File: config.mk
export PLATFORM = sky130hd
export DESIGN_NAME = axis_relu_maxpool
export DESIGN_NICKNAME = d
export VERILOG_FILES = /design/src/rtl/axis_relu_maxpool.sv
export SDC_FILE = /design/constraint.sdc
export NUM_CORES = 1
export LEC_CHECK = 0
export CAP_MARGIN = 5
export CORE_ASPECT_RATIO = 1.75
export CORE_UTILIZATION = 40
export CTS_CLUSTER_SIZE = 25
export DETAILED_ROUTE_END_ITERATION = 16
export SYNTH_ARGS = -nofsm -noshare
export SYNTH_HDL_FRONTEND = slang
export SYNTH_SLANG_ARGS = --single-unit
File: constraint.sdc
create_clock -name ACLK -period 4 [get_ports ACLK]
set_input_delay 1.2 -clock ACLK [delete_from_list [all_inputs] [get_ports ACLK]]
set_output_delay 1.2 -clock ACLK [all_outputs]
set_load 0.03 [all_outputs]
File: src/rtl/axis_relu_maxpool.sv
// rtl/axis_relu_maxpool.sv - streaming ReLU and 1-D max-pool stage with frame TLAST checking
module axis_relu_maxpool #(
    parameter int DATA_WIDTH = 16,
    parameter int ROW_LEN    = 512,
    parameter int NUM_ROWS   = 8,
    parameter int POOL_SIZE  = 2
) (
    input  logic                  ACLK,
    input  logic                  ARESETN,
    input  logic [DATA_WIDTH-1:0] S_AXIS_TDATA,
    input  logic                  S_AXIS_TVALID,
    input  logic                  S_AXIS_TLAST,
    output logic                  S_AXIS_TREADY,
    output logic [DATA_WIDTH-1:0] M_AXIS_TDATA,
    output logic                  M_AXIS_TVALID,
    output logic                  M_AXIS_TLAST,
    input  logic                  M_AXIS_TREADY,
    output logic                  FRAME_ERR
);
    localparam int COLS = ROW_LEN / POOL_SIZE;
    localparam int WW   = $clog2(POOL_SIZE);
    localparam int CW   = (COLS > 1) ? $clog2(COLS) : 1;
    localparam int RW   = (NUM_ROWS > 1) ? $clog2(NUM_ROWS) : 1;
    localparam logic [WW-1:0] WIN_MAX = WW'(POOL_SIZE - 1);
    localparam logic [CW-1:0] COL_MAX = CW'(COLS - 1);
    localparam logic [RW-1:0] ROW_MAX = RW'(NUM_ROWS - 1);

    typedef enum logic [1:0] {IDLE, ACTIVE, DRAIN} state_t;

    state_t                state;
    logic [WW-1:0]         win_cnt;
    logic [CW-1:0]         col_cnt;
    logic [RW-1:0]         row_cnt;
    logic [DATA_WIDTH-1:0] acc;
    logic [DATA_WIDTH-1:0] out_data;
    logic                  out_valid;
    logic                  out_last;
    logic                  frame_err;
    logic [DATA_WIDTH-1:0] relu_x;
    logic [DATA_WIDTH-1:0] cur_max;
    logic                  in_beat;
    logic                  out_beat;
    logic                  win_last;
    logic                  col_last;
    logic                  row_last;
    logic                  frame_last;
    logic                  early_last;

    // After ReLU both operands are non-negative, so an unsigned compare equals the signed one
    assign relu_x  = S_AXIS_TDATA[DATA_WIDTH-1] ? '0 : S_AXIS_TDATA;
    assign cur_max = ((win_cnt == '0) || (relu_x > acc)) ? relu_x : acc;

    assign win_last   = (win_cnt == WIN_MAX);
    assign col_last   = (col_cnt == COL_MAX);
    assign row_last   = (row_cnt == ROW_MAX);
    assign frame_last = win_last & col_last & row_last;
    assign early_last = S_AXIS_TLAST & ~frame_last;

    // Ready depends combinationally on downstream ready so a draining output never stalls input
    assign S_AXIS_TREADY = ARESETN & (state != DRAIN) & (~out_valid | M_AXIS_TREADY);
    assign in_beat       = S_AXIS_TVALID & S_AXIS_TREADY;
    assign out_beat      = out_valid & M_AXIS_TREADY;

    assign M_AXIS_TDATA  = out_data;
    assign M_AXIS_TVALID = out_valid;
    assign M_AXIS_TLAST  = out_last;
    assign FRAME_ERR     = frame_err;

    // Frame FSM, window/column/row counters, accumulator and single-entry output register
    always_ff @(posedge ACLK) begin
        if (!ARESETN) begin
            state     <= IDLE;
            win_cnt   <= '0;
            col_cnt   <= '0;
            row_cnt   <= '0;
            acc       <= '0;
            out_data  <= '0;
            out_valid <= 1'b0;
            out_last  <= 1'b0;
            frame_err <= 1'b0;
        end else begin
            if (out_beat) begin
                out_valid <= 1'b0;
                out_last  <= 1'b0;
                if ((state == DRAIN) && out_last) begin
                    state <= IDLE;
                end
            end
            if (in_beat) begin
                acc <= cur_max;
                if ((frame_last && !S_AXIS_TLAST) || early_last) begin
                    frame_err <= 1'b1;
                end
                // A reload in the same cycle as an output beat takes priority
                if (win_last || early_last) begin
                    out_data  <= cur_max;
                    out_valid <= 1'b1;
                    out_last  <= frame_last | early_last;
                end
                if (frame_last || early_last) begin
                    state   <= DRAIN;
                    win_cnt <= '0;
                    col_cnt <= '0;
                    row_cnt <= '0;
                end else begin
                    state <= ACTIVE;
                    if (win_last) begin
                        win_cnt <= '0;
                        if (col_last) begin
                            col_cnt <= '0;
                            row_cnt <= row_cnt + 1'b1;
                        end else begin
                            col_cnt <= col_cnt + 1'b1;
                        end
                    end else begin
                        win_cnt <= win_cnt + 1'b1;
                    end
                end
            end
        end
    end
endmodule
==> flow_summary_export.csv <==
group,metric,value,unit
power_and_ir_drop,p_seq_share,50.5,%
power_and_ir_drop,sw_frac_of_total,28.6,%
sta,period_share,96.0,%
yosys,synth_seq_cells,49,
yosys,synth_warnings,0,
yosys,ys_seq_area_share,38.9,%
critical_path,path_buf_inv,4,
route,drtIter0Drc,135,
sta,finalSetupViolCount,0,
clock_network,cts_tree,"yes",
yosys,syn_inst,269,
yosys,yosysMostFrequentCell,"dfxtp_1",
floorplan,rows,37,
sta,fin_tns_setup,0,ns
cells_and_area,nets,367,
sta,clock.fmax,260,MHz
yosys,syn_area,2520,sq um
yosys,synthMuxAreaShare,8.05,%
flow_run,drv_cap,0,
cells_and_area,area_growth,28.7,%
yosys,yosys.area_share.adder,9.44,%
yosys,ys_top_cells_by_area,"dfxtp_1 (39%), ha_1 (9.4%), a221o_1 (4.8%)",
cells_and_area,layout-drive-gt1-share,14.3,%
clock_network,cts_setup_buffers,0,
clock_network,cts_resized,0,
route,first_pass_iters,6,
clock_network,postCtsHoldBufs,0,
clock_network,htree_levels,2,
global_routing,grt-ovfl-total,0,
cells_and_area,post-route-util,54.3,%
clock_network,path_clk_slew,0.09,ns
placed_design,dp_hpwl,4260,microns
floorplan,floorplan.initialDensity,42.2,%
sta,fin_worst_skew,0.00886,ns
power_and_ir_drop,p_int,0.000735,W
cells_and_area,multi_input_area,1400,sq um
yosys,syn_area_per_cell,9.36,sq um
sta,fin_hold_ws,0.468,ns
cells_and_area,fillerInstances,558,
placed_design,gp_congestion,0.755,
cells_and_area,seq_area,981,sq um
yosys,syn-num-nets,309,
cells_and_area,fin_area,3240,sq um
power_and_ir_drop,power.share.combinational,20.5,%
global_routing,antenna_found_initial,0,
yosys,synth_top_family_by_area,"simple AND/OR/NAND/NOR gates",
critical_path,crit_required,4.20,ns
floorplan,pin_count,41,
sta,timing.final.crit_period,3.84,ns
yosys,synth-compound-area-share,13.4,%
sta,worst_pin_slew,0.698,ns
cells_and_area,num_antenna_cells,0,
yosys,netlist.area_leader.share,38.9,%
sta,finalHoldViolations,0,
floorplan,fp.dieW,62.0,microns
critical_path,cp-end-kind,"flop",
yosys,ys_types,41,
critical_path,arrival,4.04,ns
critical_path,crit_type,"in -> reg",
yosys,synthTopCellsByCount,"dfxtp_1 (49), nor2_1 (30), inv_1 (20), and3_1 (19), ha_1 (19)",
power_and_ir_drop,ir_drop,133,uV
floorplan,die_y,107,microns
yosys,synth-edff-count,0,
global_routing,grt_pass1_wl,9420,microns
yosys,synth_top_cell_by_area,"dfxtp_1",
global_routing,track_usage,19.2,%
power_and_ir_drop,p_sw,0.000295,W
yosys,post_synth_xor_area_fraction,2.09,%
clock_network,clock-root-buffer,"clkbuf_8",
route,drc,0,
route,drt_wl_total,5840,microns
route,wl_per_cell,14.4,microns
global_routing,grt_pass1_vias,2076,
critical_path,crit_chain,"clkdlybuf4s50_1 -> buf_12 -> nand2b_1 -> inv_1 -> ha_1 -> a211oi_1 -> nor3_1 -> nor4b_1 -> or3_1 -> buf_4 -> mux2_2",
floorplan,core,5970,sq um
critical_path,critPathTopFamily,"simple AND/OR/NAND/NOR gates",
yosys,synth-simple-area-share,22.6,%
critical_path,crit_slowest_cell,"nor4b_1",
power_and_ir_drop,clockPowerShare,29.0,%
critical_path,cp_max_fo,15,
placed_design,io_buffers,40,
sta,maxSlewViolCount,0,
route,ant_nets,0,
route,via_per_inst,5.14,
power_and_ir_drop,power_density,318,nW/um^2
yosys,ys.flop_type,"dfxtp_1",
clock_network,cts_made_buffers,5,
global_routing,grt_max_degree,24,
clock_network,cts_buffer_depth,2,
power_and_ir_drop,p_leak,1.39,nW
route,vias,2086,
clock_network,cts_sinks,49,
critical_path,max_stage_delay,0.55,ns
power_and_ir_drop,finalPower,0.00103,W
sta,slew-limit-headroom,53.3,%
worst_hold_path,hold_path_class,"reg -> reg",
placed_design,place_area,3150,sq um
status,outcome,"finished clean",
yosys,async_flop_share,0,%
critical_path,start_kind,"input port",
sta,rsz0062_at_grt,"no",
clock_network,clk_latency,0.31,ns
floorplan,dieArea,6630,sq um
-- layout make-up --
cell class / instances / area share (%)
Multi-Input combinational cell: 188 / 43.3
Sequential cell: 49 / 30.3
Timing Repair Buffer: 63 / 18.4
Tap cell: 78 / 3.01
Inverter: 20 / 2.32
Clock buffer: 6 / 2.24
Clock inverter: 2 / 0.463
-- cells in the final DEF (no fill, tap or decap), types with 2 or more instances in the layout --
master,count
buf_4,22
and3_1,19
mux2i_1,6
clkdlybuf4s50_1,39
clkinvlp_4,2
dfxtp_1,49
a21oi_1,7
mux2_4,5
mux2_2,6
o21a_1,4
nand4b_1,2
ha_1,19
inv_1,20
nand4_1,9
clkbuf_8,5
buf_12,2
a22oi_1,2
nand2b_1,5
nand3_1,2
a221oi_1,3
nor3_1,4
nor2_1,30
nand2_1,14
nor2b_1,13
xor2_1,5
a221o_1,12
o21ai_0,6
-- cells by family (layout without fill, tap and decap cells) --
family | count (synthesis) | count (layout)
AND/OR/NAND/NOR | 105 | 105
flip-flops | 49 | 49
XOR/XNOR | 6 | 6
buffers and inverters | 32 | 91
adder cells (fa/ha/maj) | 19 | 19
AO/OA/AOI/OAI | 41 | 41
multiplexers | 17 | 17
-- power groups by stage --
stage / clock [W] / combinational [W] / sequential, W
after global routing: 0.000323 / 0.000233 / 0.000522
after detailed placement: 0 / 0.000212 / 0.000531
final: 0.000299 / 0.000211 / 0.000519
after floorplan: 0 / 0.000113 / 0.000545
after global placement: 0 / 0.000211 / 0.000530
after CTS: 0.000307 / 0.000213 / 0.000519
-- tightest hold or removal path: cells and delay by family (launching register included) --
kind	cells	cell delay, ns
multiplexers	1	0.05
AND/OR/NAND/NOR	1	0.05
flip-flops	1	0.32
-- final timing paths --
path                          from  endpoint  slack [ns]  cells after the start
setup / recovery  S_AXIS_TDATA[15]    acc[3]        0.16                     11
hold / removal             acc[12]   acc[12]        0.47                      2
setup reg to reg            acc[1]    acc[3]        1.40                      9
hold reg to reg            acc[12]   acc[12]        0.47                      2
-- layer usage --
layer / GRT usage [%] / vias to the layer above / share of wire [%]
met4: 7.46 / 0 / 1.2
met1: 22.3 / 981 / 44
met3: 2.90 / 5 / 2.3
met5: 0 / - / 0
li1: - / 1073 / -
met2: 33.5 / 27 / 53
-- flip-flops by register name, summed over array words and instances, names as in the netlist --
name	flops
M_AXIS_TVALID	1
FRAME_ERR	1
row_cnt	3
M_AXIS_TLAST	1
acc	16
col_cnt	8
state	2
win_cnt	1
M_AXIS_TDATA	16
-- per-stage QoR --
stage	std cells	setup slack, ns
floorplan	269	0.390
global placement	398	-0.154
detailed placement	398	-0.247
CTS	406	0.0830
global route	406	0.0146
finish	406	0.159
Power figures use the tool's default switching activity.
